$ cat src/rtl/cpu_types_pkg.sv
// Shared CPU/cache types.
//   word_t    : one data/address word (WORD_W bits)
//   msi_t     : MSI line state as stored in the dcache tag array
//   blk_word  : byte address of word 0 or word 1 of a 2-word block
package cpu_types_pkg;
  localparam int WORD_W    = 32;
  localparam int BLK_OFF   = 3;   // byte-offset bits of a block
  localparam int BLK_WORDS = 2;

  typedef logic [WORD_W-1:0] word_t;

  typedef enum logic [1:0] {
    MSI_I = 2'b00,
    MSI_S = 2'b01,
    MSI_M = 2'b10
  } msi_t;

  // Clears the block offset of base, then selects word 0 (+0) or word 1 (+4).
  function automatic word_t blk_word(input word_t base, input logic second);
    word_t w_mask;
    w_mask = word_t'((1 << BLK_OFF) - 1);
    return (base & ~w_mask) | (second ? word_t'(4) : word_t'(0));
  endfunction
endpackage

$ cat src/rtl/coherence_snoop_resp.sv
// Snoop responder: answers coherence-controller snoops for one L1 dcache.
// Ports:
//   CLK, nRST                   clock, async active-low reset
//   i_ccwait, i_ccinv           snoop in progress / invalidating snoop
//   i_ccsnoopaddr               snooped block address
//   i_dwait                     bus word not yet complete
//   i_snp_state, i_snp_d0/d1    tag-array lookup result for o_snp_addr
//   o_snp_addr                  latched snoop address to the tag array
//   o_snp_we, o_snp_new         one-cycle MSI state update
//   o_cctrans, o_ccwrite        snoop response (1/1 = supplying M data)
//   o_dwen, o_daddr, o_dstore   bus write of the Modified block
module coherence_snoop_resp
  import cpu_types_pkg::*;
(
  input  logic       CLK,
  input  logic       nRST,
  input  logic       i_ccwait,
  input  logic       i_ccinv,
  input  word_t      i_ccsnoopaddr,
  input  logic       i_dwait,
  input  logic [1:0] i_snp_state,
  input  word_t      i_snp_d0,
  input  word_t      i_snp_d1,
  output word_t      o_snp_addr,
  output logic       o_snp_we,
  output logic [1:0] o_snp_new,
  output logic       o_cctrans,
  output logic       o_ccwrite,
  output logic       o_dwen,
  output word_t      o_daddr,
  output word_t      o_dstore
);
  typedef enum logic [2:0] {SIDLE, SCHK, SSEND0, SSEND1, SUPD} snp_fsm_t;

  snp_fsm_t r_state, w_next;
  word_t    r_addr;
  logic     r_inv;
  msi_t     r_seen;      // line state observed during the lookup cycle
  logic     r_upd_done;  // SUPD already spent its single write cycle

  always_ff @(posedge CLK or negedge nRST) begin
    if (!nRST) begin
      r_state    <= SIDLE;
      r_addr     <= '0;
      r_inv      <= 1'b0;
      r_seen     <= MSI_I;
      r_upd_done <= 1'b0;
    end else begin
      r_state    <= w_next;
      if (r_state == SIDLE && i_ccwait) begin
        r_addr <= i_ccsnoopaddr;
        r_inv  <= i_ccinv;
      end
      if (r_state == SCHK) r_seen <= msi_t'(i_snp_state);
      r_upd_done <= (r_state == SUPD);
    end
  end

  always_comb begin
    w_next    = r_state;
    o_snp_we  = 1'b0;
    o_snp_new = MSI_I;
    o_cctrans = 1'b0;
    o_ccwrite = 1'b0;
    o_dwen    = 1'b0;
    o_daddr   = '0;
    o_dstore  = '0;
    case (r_state)
      SIDLE: if (i_ccwait) w_next = SCHK;
      SCHK: begin
        if (i_snp_state == MSI_M) begin
          o_cctrans = 1'b1;
          o_ccwrite = 1'b1;
          w_next    = SSEND0;
        end else begin
          w_next = SUPD;
        end
      end
      SSEND0, SSEND1: begin
        o_cctrans = 1'b1;
        o_ccwrite = 1'b1;
        o_dwen    = 1'b1;
        o_daddr   = blk_word(r_addr, r_state == SSEND1);
        o_dstore  = (r_state == SSEND1) ? i_snp_d1 : i_snp_d0;
        // Controller withdrawing the snoop mid-transfer aborts without a state update.
        if (!i_ccwait)     w_next = SIDLE;
        else if (!i_dwait) w_next = (r_state == SSEND0) ? SSEND1 : SUPD;
      end
      SUPD: begin
        if (!r_upd_done) begin
          if (r_inv && r_seen != MSI_I) begin
            o_snp_we  = 1'b1;
            o_snp_new = MSI_I;
          end else if (!r_inv && r_seen == MSI_M) begin
            o_snp_we  = 1'b1;
            o_snp_new = MSI_S;
          end
        end
        if (!i_ccwait) w_next = SIDLE;
      end
      default: w_next = SIDLE;
    endcase
  end

  assign o_snp_addr = r_addr;
endmodule

$ cat src/rtl/dcache_coherence_agent.sv
// Cache-side coherence bus agent for one L1 dcache.
// Request path: optional dirty-victim writeback (2 words, cctrans=0), then a
// 2-word block fetch announced with cctrans=1 / ccwrite=req_write, then a
// one-cycle req_done with the fetched block and the MSI state to install.
// Snoop path lives in coherence_snoop_resp; ccwait selects which side owns
// the bus outputs.
// Ports: CLK/nRST; req_* and victim_* from the dcache miss logic; req_done,
// fill_d0/d1, fill_state back to it; snp_* to/from the tag/data arrays;
// dREN/dWEN/daddr/dstore/dload/dwait and cctrans/ccwrite/ccwait/ccinv/
// ccsnoopaddr to the memory/coherence controller.
module dcache_coherence_agent
  import cpu_types_pkg::*;
(
  input  logic       CLK,
  input  logic       nRST,
  input  logic       req_valid,
  input  logic       req_write,
  input  word_t      req_addr,
  input  logic       victim_dirty,
  input  word_t      victim_addr,
  input  word_t      victim_d0,
  input  word_t      victim_d1,
  output logic       req_done,
  output word_t      fill_d0,
  output word_t      fill_d1,
  output logic [1:0] fill_state,
  output word_t      snp_addr,
  input  logic [1:0] snp_state,
  input  word_t      snp_d0,
  input  word_t      snp_d1,
  output logic       snp_we,
  output logic [1:0] snp_new,
  output logic       dREN,
  output logic       dWEN,
  output word_t      daddr,
  output word_t      dstore,
  input  word_t      dload,
  input  logic       dwait,
  output logic       cctrans,
  output logic       ccwrite,
  input  logic       ccwait,
  input  logic       ccinv,
  input  word_t      ccsnoopaddr
);
  typedef enum logic [2:0] {RIDLE, WB0, WB1, FETCH0, FETCH1, RDONE} req_fsm_t;

  req_fsm_t r_state, w_next;
  logic     r_write;
  word_t    r_addr, r_vaddr, r_vd0, r_vd1, r_fill0, r_fill1;

  // Request-side bus drive, before the ownership mux
  logic  w_req_dren, w_req_dwen, w_req_trans, w_req_wr;
  word_t w_req_addr, w_req_store;
  // Snoop-side bus drive
  logic  w_snp_trans, w_snp_wr, w_snp_dwen;
  word_t w_snp_addr, w_snp_store;

  // While the other cache owns the bus the request side is frozen and
  // any dwait it sees belongs to the snoop transfer.
  logic w_adv;
  assign w_adv = !ccwait && !dwait;

  always_ff @(posedge CLK or negedge nRST) begin
    if (!nRST) begin
      r_state <= RIDLE;
      r_write <= 1'b0;
      r_addr  <= '0;
      r_vaddr <= '0;
      r_vd0   <= '0;
      r_vd1   <= '0;
      r_fill0 <= '0;
      r_fill1 <= '0;
    end else begin
      r_state <= w_next;
      if (r_state == RIDLE && req_valid && !ccwait) begin
        r_write <= req_write;
        r_addr  <= req_addr;
        r_vaddr <= victim_addr;
        r_vd0   <= victim_d0;
        r_vd1   <= victim_d1;
      end
      if (w_adv && r_state == FETCH0) r_fill0 <= dload;
      if (w_adv && r_state == FETCH1) r_fill1 <= dload;
    end
  end

  always_comb begin
    w_next      = r_state;
    w_req_dren  = 1'b0;
    w_req_dwen  = 1'b0;
    w_req_trans = 1'b0;
    w_req_wr    = 1'b0;
    w_req_addr  = '0;
    w_req_store = '0;
    req_done    = 1'b0;
    fill_state  = MSI_I;
    case (r_state)
      RIDLE: if (req_valid && !ccwait) w_next = victim_dirty ? WB0 : FETCH0;
      WB0, WB1: begin
        w_req_dwen  = 1'b1;
        w_req_addr  = blk_word(r_vaddr, r_state == WB1);
        w_req_store = (r_state == WB1) ? r_vd1 : r_vd0;
        if (w_adv) w_next = (r_state == WB0) ? WB1 : FETCH0;
      end
      FETCH0, FETCH1: begin
        w_req_dren  = 1'b1;
        w_req_trans = 1'b1;
        w_req_wr    = r_write;
        w_req_addr  = blk_word(r_addr, r_state == FETCH1);
        if (w_adv) w_next = (r_state == FETCH0) ? FETCH1 : RDONE;
      end
      RDONE: begin
        // Held (no pulse) while frozen so req_done stays a single cycle.
        if (!ccwait) begin
          req_done   = 1'b1;
          fill_state = r_write ? MSI_M : MSI_S;
          w_next     = RIDLE;
        end
      end
      default: w_next = RIDLE;
    endcase
  end

  coherence_snoop_resp u_snoop (
    .CLK          (CLK),
    .nRST         (nRST),
    .i_ccwait     (ccwait),
    .i_ccinv      (ccinv),
    .i_ccsnoopaddr(ccsnoopaddr),
    .i_dwait      (dwait),
    .i_snp_state  (snp_state),
    .i_snp_d0     (snp_d0),
    .i_snp_d1     (snp_d1),
    .o_snp_addr   (snp_addr),
    .o_snp_we     (snp_we),
    .o_snp_new    (snp_new),
    .o_cctrans    (w_snp_trans),
    .o_ccwrite    (w_snp_wr),
    .o_dwen       (w_snp_dwen),
    .o_daddr      (w_snp_addr),
    .o_dstore     (w_snp_store)
  );

  // Bus ownership mux
  always_comb begin
    if (ccwait) begin
      dREN    = 1'b0;
      dWEN    = w_snp_dwen;
      cctrans = w_snp_trans;
      ccwrite = w_snp_wr;
      daddr   = w_snp_addr;
      dstore  = w_snp_store;
    end else begin
      dREN    = w_req_dren;
      dWEN    = w_req_dwen;
      cctrans = w_req_trans;
      ccwrite = w_req_wr;
      daddr   = w_req_addr;
      dstore  = w_req_store;
    end
  end

  assign fill_d0 = r_fill0;
  assign fill_d1 = r_fill1;
endmodule

$ cat config.mk
export PLATFORM = sky130hd
export DESIGN_NAME = dcache_coherence_agent
export DESIGN_NICKNAME = d
export VERILOG_FILES = /design/src/rtl/cpu_types_pkg.sv /design/src/rtl/coherence_snoop_resp.sv /design/src/rtl/dcache_coherence_agent.sv
export SDC_FILE = /design/constraint.sdc
export NUM_CORES = 1
export LEC_CHECK = 0
export CAP_MARGIN = 30
export CORE_MARGIN = 4
export CORE_UTILIZATION = 30
export CTS_CLUSTER_DIAMETER = 80
export CTS_CLUSTER_SIZE = 24
export DETAILED_ROUTE_END_ITERATION = 12
export GPL_TIMING_DRIVEN = 1
export PLACE_DENSITY_LB_ADDON = 0.15
export SLEW_MARGIN = 20
export SYNTH_ARGS = -nofsm -noshare
export SYNTH_HDL_FRONTEND = slang
export SYNTH_SLANG_ARGS = --single-unit
$ cat constraint.sdc
create_clock -name CLK -period 2.2 [get_ports CLK]
set_input_delay 0.55 -clock CLK [delete_from_list [all_inputs] [get_ports CLK]]
set_output_delay 0.55 -clock CLK [all_outputs]
set_load 0.02 [all_outputs]
After elaboration in Yosys (flattened, before gate mapping)

Cells that the tools add are included.

Flip-flop bits (word level): 235
Latch bits: 0
RAM bits: 0
Memory bits (read-only): 0
Output and inout port bits: 170
Memories: 0

Add/subtract/negate cells: 0
Multipliers: 0
Div/mod/pow operators: 0
Order comparisons: 0
Equal/unequal tests: 18
Shift-type cells: 0
Mux-type cells: 48
Bitwise logic cells: 3
Reductions and logical operators: 20

Operators by type and width:

| operator           | count |
|---|---|
| $mux 32            | 7 |
| $or 32x3->32       | 2 |
| $pmux 32 s2        | 1 |
| $mux 3             | 12 |
| $or 32x32->32      | 1 |
| $pmux 3 s4         | 2 |
| $mux 1             | 18 |
| $mux 2             | 7 |
| $eq 3x2->1 const B | 4 |
| $ne 2x2->1 const B | 5 |
| $eq 3x3->1 const B | 3 |
| $logic_and 1x1->1  | 9 |
| $eq 3x1->1 const B | 2 |
| $logic_not 3->1    | 2 |
| $reduce_or 2->1    | 3 |
| $eq 2x2->1 const B | 2 |
| $reduce_and 4->1   | 1 |
| $logic_not 1->1    | 3 |
| $ne 3x3->1 const B | 1 |
| $reduce_and 3->1   | 1 |
| $ne 2x1->1 const B | 1 |
| $pmux 1 s2         | 1 |
| $reduce_bool 2->1  | 1 |

Logic depth before layout (Yosys ltp)

Gate-level depths: netlist of run 1.

Word-level depth: 6
Depth in mapped cells: 7

By module

Synthesis of run 1 repeated with hierarchy kept, for this count alone.

Cells, all modules: 833
Area, all modules: 10,781.6 um^2

Modules (own cells, without submodules):

| module                 | instances | cells an instance | area an instance (um^2) | sequential area each (um^2) |
|---|---|---|---|---|
| dcache_coherence_agent | 1         | 619               | 8,485.6                 | 4,754.6 |
| coherence_snoop_resp   | 1         | 214               | 2,296.0                 | 975.9 |

Least setup slack after synthesis of run 1

OpenSTA, ideal clock, no wires.

Kind: reg-to-output
Start point: reg u_snoop.r_state[0]
End point: out snp_new[0]
Arrival time: 1.614 ns
Data required time: 1.650 ns
Setup slack: 0.036 ns
Stages on the path, launching flop included: 6
Buffers on the path: 2
Cells stage by stage: dfrtp_1 -> clkbuf_1 -> clkbuf_1 -> nor2_1 -> nand2_1 -> nor4_1

Longest elaborated chain between the ends: 2

Ends and longest elaborated chain:

| what                   | RTL line                     | source |
|---|---|---|
| start, declared        | coherence_snoop_resp.sv:35   | `snp_fsm_t r_state, w_next;` |
| start signal, assigned | coherence_snoop_resp.sv:49   | `r_state <= w_next;` |
| $eq 3x3->1             | coherence_snoop_resp.sv:68   | `case (r_state)` |
| $mux 2                 | coherence_snoop_resp.sv:68   |  |
| end, declared          | dcache_coherence_agent.sv:32 | `output logic [1:0] snp_new,` |

Every way passes these cells.

Worst setup path after layout of run 1

Start point: reg r_state[1]
End point: out daddr[18]

Longest elaborated chain between the ends: 4
Elaborated cells on any way between the ends: 8
Those cells by class: 4 x eq/ne; 2 x mux; 2 x reduce/logical

Ends and longest elaborated chain:

| what                                     | RTL line                      | source |
|---|---|---|
| start, declared                          | dcache_coherence_agent.sv:47  | `req_fsm_t r_state, w_next;` |
| start signal, assigned                   | dcache_coherence_agent.sv:74  | `r_state <= w_next;` |
| $eq 3x2->1, or another cell as far along | dcache_coherence_agent.sv:97  | `case (r_state)` |
| $reduce_or 2->1                          | dcache_coherence_agent.sv:97  |  |
| $pmux 32 s2 *                            | dcache_coherence_agent.sv:97  |  |
| $mux 32 *                                | dcache_coherence_agent.sv:146 | `if (ccwait) begin` |
| end, declared                            | dcache_coherence_agent.sv:35  | `output word_t daddr,` |

Mark *: on every way between the ends. The rest lies on a longest branch, timed or not.

==> results.md, run 1 <==
* Fill cell total of the finished layout at 3025
* Nature of the critical path endpoint: output pin
* Critical-path top delay cell: sky130_fd_sc_hd__dfrtp_2
* Maximum level of the CTS H-tree at 1
* RSZ-0062 raised after global routing: yes
* Final nets at 1460
* Crit path cell chain: buf_4, a32o_2, buf_12, a221o_1, buf_2
* Wire length reported by the detailed router at 34100 um
* Initial core utilization at 30.4%
* Number of sinks handled by clock tree synthesis at 229
* Number of enable-type register cells in the synthesized netlist at 0
* Tot Pwr at 21400 uW
* Post-synth design cell area at 10200 um^2
* Overall die area at 37100 um^2
* Part of the Yosys area used for sequential elements at 56.0%
* Area of the core at 33600 um^2
* Mean post-synth cell area at 14.1 um^2
* Comb pwr share at 50.7%
* Yosys warning total at 0
* Final Instance Area at 16600 um^2
* Most frequent cells after synthesis: sky130_fd_sc_hd__dfrtp_1 (229), sky130_fd_sc_hd__mux2_2 (121), sky130_fd_sc_hd__mux2_1 (101), sky130_fd_sc_hd__a221o_1 (61), sky130_fd_sc_hd__nor2_1 (41)
* Most instantiated library cell after synthesis: sky130_fd_sc_hd__dfrtp_1
* Slowest Stage Delay on Critical Path at 0.44 ns
* Number of core rows at 67
* Multi-input combinational cell area at 4330 um^2
* Average via count per standard cell at 4.73
* Number of global-route vias before repair at 8322
* Worst EP required at 1.65 ns
* Hold WS at 0.488 ns
* Area growth syn-to-layout at 61.8%
* Worst Path Class, Setup: reg2out
* Clock Root Buffer: sky130_fd_sc_hd__clkbuf_16
* Largest area contributor in the netlist: sky130_fd_sc_hd__dfrtp_1
* Largest delay share family, worst path: compound AO/OA/AOI/OAI gates
* Number of flip-flops and latches in the synthesized netlist at 229
* Number of antenna violations at the first check in global routing at 2
* Die extent in y at 193 um
* FFs w/ async S/R, synth at 100%
* Count of nets left with antenna violations after detail routing at 0
* Final Worst Setup Slack at -0.452 ns
* Worst Path Arrival at 2.10 ns
* Die extent in x at 193 um
* Post-CTS clock slew at the launch and capture registers of the worst setup and hold paths at 0.09 ns
* Number of I/O port buffers at 426
* Insertion delay of the later-clocked pin in the worst-skew pair at 0.51 ns
* Number of standard cells after synthesis at 723
* Critical Path Start Type: flip-flop
* Top achievable clock speed at 0.377 GHz
* Number of failing setup endpoints in the final timing report at 66
* Max-capacitance violation count at 0
* Net switching share of the total power at 35.8%
* Final period demand of the worst path at 2.65 ns
* Net load switching power at 7660 uW
* Post-synth top area share at 56.0%
* Run status: finished, violations left
* Final Hold Vio Count at 0
* Number of buffers created by CTS at 15
* Max rail drop VDD at 0.000680 V
* Worst clock skew at 0.0298 ns
* Most common flop cell mapped by yosys: sky130_fd_sc_hd__dfrtp_1
* Worst Path Buf+Inv at 3
* Post-route fraction of the period consumed by the critical path at 121%
* Total I/O pin count at 436
* Global-route wire length before repair at 50100 um
* Biggest area contributors in the synthesized netlist: sky130_fd_sc_hd__dfrtp_1 (56%), sky130_fd_sc_hd__mux2_2 (13%), sky130_fd_sc_hd__mux2_1 (11%)
* Buffer levels on the longest clock path at 3
* Layout cells sized above 1 at 27.0%
* Clock network power share at 14.3%
* Maximum number of pins on one net before global-route repair at 63
* P_int at 13700 uW
* Top fanout value on the critical path at 26
* Number of search-and-repair iterations in the first detailed-routing pass at 5
* Global router's overall resource usage at 17.4%
* Global route total overflow at 0
* DP Area at 15500 um^2
* Final weighted congestion of routability-driven global placement at 0.778
* Post-DR wirelength/cell at 20.6 um
* Power density of the placed cells at 1290 nW/um^2
* TritonCTS clock tree: yes
* Number of pins exceeding their max-slew limit in the final report at 0
* First DRT Iteration DRCs at 241
* Dpl hpwl at 24300 um
* Kind of path behind the tightest hold check: reg2reg
* Part of the power in registers at 35.0%
* Cell variety after synth at 40
* Static leakage at 0.00708 uW
* Sequential standard cell area at 5730 um^2
* Failing checks: negative setup slack
* Total number of vias at 7804
* Total DRC errors in the routed layout at 0
-- routing by layer --
metal	wire length, um	part of all wire [%]	vias to the layer above	GRT usage, %
met1	13800	40	3898	21.8
met5	13	0.038	-	0
li1	-	-	3597	-
met3	2980	8.8	34	5.61
met4	582	1.7	2	3.48
met2	16700	49	273	29.6
-- kinds of logic after synthesis --
family	count (synthesis)	synth area share, %
other cells	1	0.0367
compound gates	74	6.92
mux	255	27.7
xor+xnor	3	0.257
flops	229	56.0
buf+inv	58	3.46
simple gates	103	5.63
-- worst paths after layout --
path / from / end / slack [ns] / depth (start not counted)
max: r_state[1] / daddr[18] / -0.45 / 5
min: fill_d0[20] / fill_d0[20] / 0.49 / 1
max reg2reg: r_state[1] / fill_d1[25] / 0.36 / 6
min reg2reg: fill_d0[20] / fill_d0[20] / 0.49 / 1
max in group asynchronous: nRST / r_vd1[11] / 0.95 / 3
min in group asynchronous: nRST / r_vaddr[18] / 0.53 / 2
-- through the flow --
step | setup WS [ns] | TNS [ns] | cells | utilization, %
2_1_floorplan | 0.0359 | 0 | 725 | -
3_3_place_gp | -0.996 | -84.55 | 1600 | 46.0
3_5_place_dp | -1.01 | -88.04 | 1600 | 46.0
4_1_cts | -0.513 | -28.59 | 1649 | 48.9
5_1_grt | -0.523 | -31.44 | 1651 | 49.2
6_report | -0.452 | -25.67 | 1651 | 49.2
-- state kept, by name (all words and copies together), names as in the netlist --
name / flops
r_vd1: 32
r_vd0: 32
r_state: 3
r_addr: 29
u_snoop.r_inv: 1
fill_d1: 32
u_snoop.r_upd_done: 1
r_write: 1
fill_d0: 32
r_vaddr: 29
u_snoop.r_seen: 2
u_snoop.o_snp_addr: 32
u_snoop.r_state: 3
-- layout by cell type (no fill, tap or decap), drive strengths merged, types with 2 or more instances in the layout --
cell type	n
nor4	3
nor2	41
inv	3
mux2	222
and3b	2
a221o	61
o21ai	3
clkinvlp	2
and3	2
clkinv	3
nor2b	4
conb	3
nand2	4
dfrtp	229
clkdlybuf4s50	353
buf	151
clkbuf	20
nor3	4
mux2i	33
xnor2	2
and2	29
nand2b	7
nor4bb	2
nor4b	2
-- cell type report --
cell class	count	share of cell area [%]
well taps	448	3.39
flip-flops and latches	229	34.6
repair buffers	508	32.7
multi-input cells	438	26.2
clock buffers	18	2.40
clock inverters	7	0.635
inverters	2	0.0454
diodes	1	0.0151
-- power by group through the flow --
stage	logic, uW	registers [uW]	clock network, uW
2_1_floorplan	4330	8280	0
3_3_place_gp	10100	7550	0
3_5_place_dp	10100	7570	0
4_1_cts	10800	7510	3180
5_1_grt	11500	7750	3350
6_report	10800	7490	3050
-- repair_timing --
action                                  4_1_cts  5_1_grt
endpoints found under the setup margin       71       71
setup buffers                                16        2
gates resized for setup                     414       32
gates cloned                                  7        2
hold buffers                                  1        0
pin swaps                                    19       25
endpoints found under the hold margin        41        0
No activity file was read; power rests on OpenSTA's default activity.
==> run 2, diff against run 1 <==
REMOVE_ABC_BUFFERS = 1   (was unset)
==> run 2 against run 1 <==
Effect of this change:
- the run still ends with negative setup slack left
- setup slack better by 0.0012 ns
- sequential share of layout area is 0.33 points lower
- via count rose by 2.0%
- clock power decreased by 4%
- design area grew 0.95%
- routed wire length rose by 6.3%
- die area unchanged
- critical path type unchanged
- largest power group unchanged
- highest routed layer unchanged
==> results.md, run 2 (same netlist as run 1, synthesis figures left out) <==
* Most used cells in the layout excluding fill and tap cells: sky130_fd_sc_hd__clkdlybuf4s50_1 (353), sky130_fd_sc_hd__dfrtp_1 (227), sky130_fd_sc_hd__mux2_2 (113) (was sky130_fd_sc_hd__clkdlybuf4s50_1 (353), sky130_fd_sc_hd__dfrtp_1 (226), sky130_fd_sc_hd__mux2_2 (121))
* Die extent in x at 193 um (unchanged)
* Final Hold Vio Count at 0 (unchanged)
* Hold path cells at 1 (unchanged)
* Total DRC errors in the routed layout at 0 (unchanged)
* Number of buffers created by CTS at 14 (was 15)
* Static leakage at 0.00722 uW (was 0.00708 uW)
* Worst reg2reg path endpoint: fill_d1[25] (unchanged)
* Number of core rows at 67 (unchanged)
* Antenna cell count at 0 (was 1)
* Total I/O pin count at 436 (unchanged)
* Power density of the placed cells at 1270 nW/um^2 (was 1290 nW/um^2)
* Worst Path Class, Setup: reg2out (unchanged)
* Post-DR wirelength/cell at 21.6 um (was 20.6 um)
* Number of search-and-repair iterations in the first detailed-routing pass at 4 (was 5)
* Final period demand of the worst path at 2.65 ns (about the same)
* Final weighted congestion of routability-driven global placement at 0.793 (was 0.778)
* Worst Path Arrival at 2.10 ns (about the same)
* Global route total overflow at 0 (unchanged)
* Clock Root Buffer: sky130_fd_sc_hd__clkbuf_16 (unchanged)
* Max-capacitance violation count at 0 (unchanged)
* Die extent in y at 193 um (unchanged)
* Number of sinks handled by clock tree synthesis at 229 (unchanged)
* TritonCTS clock tree: yes (unchanged)
* Area of the core at 33600 um^2 (unchanged)
* Total number of vias at 7957 (was 7804)
* End-of-flow core utilization at 49.7% (was 49.2%)
* Average via count per standard cell at 4.75 (was 4.73)
* Post-CTS clock slew at the launch and capture registers of the worst setup and hold paths at 0.09 ns (about the same)
* Maximum number of pins on one net before global-route repair at 53 (was 63)
* Number of pins exceeding their max-slew limit in the final report at 0 (unchanged)
* Wire length reported by the detailed router at 36200 um (was 34100 um)
* Maximum level of the CTS H-tree at 1 (unchanged)
* Worst EP required at 1.65 ns (about the same)
* Number of antenna violations at the first check in global routing at 1 (was 2)
* Final nets at 1485 (was 1460)
* Hold path endpoint: fill_d0[26] (was fill_d0[20])
* Number of global-route vias before repair at 8722 (was 8322)
* Nature of the critical path endpoint: output pin (unchanged)
* Kind of path behind the tightest hold check: reg2reg (unchanged)
* Global router's overall resource usage at 18.4% (was 17.4%)
* Post-route fraction of the period consumed by the critical path at 120% (was 121%)
* Run status: finished, violations left (unchanged)
* Reg-to-reg slack, setup at 0.05 ns (was 0.36 ns)
* Number of failing setup endpoints in the final timing report at 69 (was 66)
* First DRT Iteration DRCs at 218 (was 241)
* Top achievable clock speed at 0.377 GHz (about the same)
* Hold wc startpoint: fill_d0[26] (was fill_d0[20])
* RSZ-0062 raised after global routing: yes (unchanged)
* Beginning of the worst register-to-register path: r_state[1] (unchanged)
* Failing checks: negative setup slack (unchanged)
* Worst clock skew at 0.0113 ns (was 0.0298 ns)
* Final Worst Setup Slack at -0.451 ns (was -0.452 ns)
* Global-route wire length before repair at 52500 um (was 50100 um)
* Hold WS at 0.490 ns (was 0.488 ns)
* Layout cells sized above 1 at 29.1% (was 27.0%)
* Number of I/O port buffers at 426 (unchanged)
* Dpl hpwl at 24800 um (was 24300 um)
* Overall die area at 37100 um^2 (unchanged)
* Area growth syn-to-layout at 63.4% (was 61.8%)
* Initial core utilization at 30.4% (unchanged)
* Most common cell after layout, fill and taps aside: sky130_fd_sc_hd__clkdlybuf4s50_1 (unchanged)
* Insertion delay of the later-clocked pin in the worst-skew pair at 0.49 ns (was 0.51 ns)
* Reg2Reg Depth at 10 (was 6)
* Top fanout value on the critical path at 8 (was 26)
* Buffer levels on the longest clock path at 3 (unchanged)
* Critical Path Start Type: flip-flop (unchanged)
* Count of nets left with antenna violations after detail routing at 0 (unchanged)
* Max rail drop VDD at 0.000722 V (was 0.000680 V)
## run 2: what timing repair did
item / 4_1_cts / 5_1_grt
endpoints found under the setup margin: 71 / 89
resized for setup: 429 / 44
pin swaps: 47 / 12
setup buffers: 37 / 8
hold buffers: 1 / 0
cloned: 9 / 3
hold endpoints to repair: 34 / 0
## run 2: metrics by stage
stage | power, uW | instance area, um^2 | TNS (ns) | setup slack, ns | cells
3_5_place_dp | 17700 | 15400 | -136.28 | -1.19 | 1600
5_1_grt | 22500 | 16700 | -31.13 | -0.518 | 1674
2_1_floorplan | 12500 | 9890 | -572.16 | -3.78 | 669
3_3_place_gp | 17600 | 15400 | -143.69 | -1.19 | 1600
4_1_cts | 21300 | 16500 | -26.69 | -0.458 | 1669
6_report | 21300 | 16700 | -26.34 | -0.451 | 1674
## run 2: worst max-delay path: stages, from the launching register on
cell                      delay [ns]
sky130_fd_sc_hd__dfrtp_1        0.43
sky130_fd_sc_hd__buf_6          0.15
sky130_fd_sc_hd__nor4b_4        0.29
sky130_fd_sc_hd__buf_4          0.18
sky130_fd_sc_hd__buf_6          0.10
sky130_fd_sc_hd__buf_16         0.12
sky130_fd_sc_hd__a221o_1        0.20
sky130_fd_sc_hd__buf_6          0.13
## run 2: layout make-up
type                    instances  area, um^2
clock buffers                  17         393
clock inverters                 6        67.6
fillers                      2988       16900
inverters                       2        7.51
multi-input cells             438        4350
flip-flops and latches        229        5730
well taps                     448         561
repair buffers                534        5600
## run 2: report_power, final
part           leakage, uW  total [uW]  internal (uW)  switching, uW
sequential         0.00278        7600           6280           1320
combinational      0.00421       10700           5910           4820
clock             0.000226        2920           1420           1490
total              0.00722       21300          13600           7640
## run 2: layer usage
metal,vias up,share of wire (%),wire length [um],global-route usage (%)
li1,3643,-,-,-
met1,3957,38,13900,21.4
met2,307,50,18100,32.7
met3,48,9.6,3480,5.88
met4,2,2.1,771,4.53
met5,-,0.036,13,0
## run 2: worst max path at each step
stage	start	to	slack [ns]	cells past startpoint
3_3_place_gp	ccwait	dstore[23]	-1.19	8
5_1_grt	r_state[2]	daddr[19]	-0.52	6
3_5_place_dp	ccwait	daddr[19]	-1.19	8
4_1_cts	r_state[1]	daddr[19]	-0.46	5
6_report	r_state[1]	dstore[3]	-0.45	7
2_1_floorplan	ccwait	r_addr[10]	-3.78	3
==> run 3, diff against run 2 <==
CORE_AREA = 4 4 167 169   (was unset)
CORE_MARGIN = unset   (was 4)
CORE_UTILIZATION = unset   (was 30)
CTS_BUF_LIST = sky130_fd_sc_hd__clkbuf_4   (was unset)
DIE_AREA = 0 0 171 173   (was unset)
==> run 3 against run 2 <==
Effect of this change:
- the run still ends with negative setup slack left
- hold slack worse by 0.17 ns
- non-clock buffer count shrank 35
- via count down 2.6%
- routed wire length decreased by 14%
==> results.md, run 3 (same netlist as run 1, synthesis figures left out) <==
* Die extent in y at 173 um (was 193 um)
* Post-DR wirelength/cell at 20.4 um (was 21.6 um)
* Area of the core at 26600 um^2 (was 33600 um^2)
* Die extent in x at 171 um (was 193 um)
* Net switching share of the total power at 38.3% (was 35.9%)
* Worst Path Buf+Inv at 2 (was 5)
* Count of nets left with antenna violations after detail routing at 0 (unchanged)
* Maximum number of pins on one net before global-route repair at 57 (was 53)
* Area growth syn-to-layout at 52.5% (was 63.4%)
* Number of search-and-repair iterations in the first detailed-routing pass at 4 (unchanged)
* TritonCTS clock tree: yes (unchanged)
* Crit path cell chain: nor2b_1, a32o_2, buf_12, a221o_1, buf_2 (was buf_6, nor4b_4, buf_4, buf_6, buf_16, a221o_1, buf_6)
* Clock network power share at 9.3% (was 13.7%)
* Global-route wire length before repair at 46900 um (was 52500 um)
* Final period demand of the worst path at 2.79 ns (was 2.65 ns)
* Critical-path top delay cell: sky130_fd_sc_hd__dfrtp_1 (unchanged)
* Number of antenna violations at the first check in global routing at 8 (was 1)
* Number of pins exceeding their max-slew limit in the final report at 0 (unchanged)
* Number of global-route vias before repair at 8023 (was 8722)
* Number of core rows at 60 (was 67)
* Worst EP required at 1.65 ns (about the same)
* Clock Root Buffer: sky130_fd_sc_hd__clkbuf_4 (was sky130_fd_sc_hd__clkbuf_16)
* Number of I/O port buffers at 426 (unchanged)
* Maximum level of the CTS H-tree at 1 (unchanged)
* Kind of path behind the tightest hold check: in2async (was reg2reg)
* Max rail drop VDD at 0.000733 V (was 0.000722 V)
* Initial core utilization at 38.5% (was 30.4%)
* Post-route fraction of the period consumed by the critical path at 127% (was 120%)
* Comb pwr share at 51.1% (was 50.5%)
* Sequential standard cell area at 5730 um^2 (about the same)
* Power density of the placed cells at 1200 nW/um^2 (was 1270 nW/um^2)
* Buffer levels on the longest clock path at 3 (unchanged)
* Post-CTS clock slew at the launch and capture registers of the worst setup and hold paths at 0.24 ns (was 0.09 ns)
* Number of sinks handled by clock tree synthesis at 229 (unchanged)
* Largest delay share family, worst path: compound AO/OA/AOI/OAI gates (was buffers and inverters)
* Top achievable clock speed at 0.358 GHz (was 0.377 GHz)
* Global router's overall resource usage at 20.0% (was 18.4%)
* Top fanout value on the critical path at 24 (was 8)
* Multi-input combinational cell area at 4280 um^2 (was 4350 um^2)
* Total number of vias at 7748 (was 7957)
* End-of-flow core utilization at 58.7% (was 49.7%)
* Worst clock skew at 0.0548 ns (was 0.0113 ns)
* Total I/O pin count at 436 (unchanged)
* Final nets at 1450 (was 1485)
* P_int at 11500 uW (was 13600 uW)
* Global route total overflow at 0 (unchanged)
* Part of the power in registers at 39.6% (was 35.8%)
* RSZ-0062 raised after global routing: yes (unchanged)
* Run status: finished, violations left (unchanged)
* Final weighted congestion of routability-driven global placement at 0.820 (was 0.793)
* Slowest Stage Delay on Critical Path at 0.46 ns (was 0.43 ns)
* Most common cell after layout, fill and taps aside: sky130_fd_sc_hd__clkdlybuf4s50_1 (unchanged)
* Most used cells in the layout excluding fill and tap cells: sky130_fd_sc_hd__clkdlybuf4s50_1 (257), sky130_fd_sc_hd__dfrtp_1 (226), sky130_fd_sc_hd__mux2_2 (121) (was sky130_fd_sc_hd__clkdlybuf4s50_1 (353), sky130_fd_sc_hd__dfrtp_1 (227), sky130_fd_sc_hd__mux2_2 (113))
* Number of failing setup endpoints in the final timing report at 70 (was 69)
* Fill cell total of the finished layout at 2319 (was 2988)
* Total DRC errors in the routed layout at 0 (unchanged)
* Worst slack after detailed placement at -1.02 ns (was -1.19 ns)
* Worst Path Arrival at 2.24 ns (was 2.10 ns)
* Failing checks: negative setup slack (unchanged)
* Max-capacitance violation count at 0 (unchanged)
* First DRT Iteration DRCs at 306 (was 218)
* Insertion delay of the later-clocked pin in the worst-skew pair at 0.68 ns (was 0.49 ns)
* Critical Path Start Type: flip-flop (unchanged)
* Worst Path Class, Setup: reg2out (unchanged)
* Average via count per standard cell at 5.05 (was 4.75)
* Dpl hpwl at 23000 um (was 24800 um)
* Final Worst Setup Slack at -0.593 ns (was -0.451 ns)
* Nature of the critical path endpoint: output pin (unchanged)
* Static leakage at 0.00703 uW (was 0.00722 uW)
* Net load switching power at 7160 uW (was 7640 uW)
* Overall die area at 29600 um^2 (was 37100 um^2)
* Number of buffers created by CTS at 14 (unchanged)
* Final Hold Vio Count at 0 (unchanged)
* Layout cells sized above 1 at 25.7% (was 29.1%)
* Wire length reported by the detailed router at 31300 um (was 36200 um)
-- run 3: worst paths after layout --
| kind | startpoint | end | slack, ns | cells after the start |
|---|---|---|---|---|
| worst max-delay path | r_state[2] | daddr[20] | -0.59 | 5 |
| min in group CLK | req_addr[31] | r_addr[31] | 0.43 | 2 |
| worst min register to register | fill_d0[28] | fill_d0[28] | 0.50 | 1 |
| max in group asynchronous | nRST | fill_d0[26] | 1.16 | 3 |
| worst max register to register | r_state[1] | fill_d1[25] | 0.21 | 7 |
| worst min-delay path | nRST | r_vd0[1] | 0.32 | 2 |
-- run 3: per-stage QoR --
stage          setup TNS [ns]  std cells  power (uW)  instance area, um^2  hold slack (ns)
6_report               -36.90       1533       18700                15600            0.321
5_1_grt                -47.00       1533       19900                15600            0.286
4_1_cts                -40.24       1528       18800                15500            0.306
3_5_place_dp           -90.49       1495       17700                15400            0.471
3_3_place_gp           -85.45       1495       17500                15400            0.467
2_1_floorplan         -572.16        669       12500                 9890            0.254
-- run 3: timing repair --
item	CTS	global route
gates resized for setup	467	18
hold endpoints to repair	35	0
cloned	1	1
pin swaps	28	20
buffers inserted	10	2
hold buffers	1	0
setup endpoints to repair	167	71
-- run 3: area by class of cell --
type	count	area share, %
sequential	229	36.8
clock inverter	5	0.273
tap	341	2.74
timing repair buffer	499	31.9
multi-input combinational	438	27.4
antenna	3	0.0481
inverter	2	0.0481
clock buffer	16	0.770
-- run 3: metal layers --
layer | GRT usage [%] | vias up | share of wire, %
li1 | - | 3565 | -
met1 | 23.2 | 3814 | 37
met2 | 35.0 | 300 | 50
met3 | 6.56 | 59 | 9.5
met4 | 6.24 | 10 | 3.0
met5 | 0 | - | 0.25
-- run 3: power by group through the flow --
stage          combinational (uW)  clock (uW)  sequential (uW)
6_report                     9550        1740             7400
5_1_grt                     10200        1990             7680
4_1_cts                      9600        1830             7410
3_5_place_dp                10100           0             7540
3_3_place_gp                10000           0             7490
2_1_floorplan                4090           0             8410
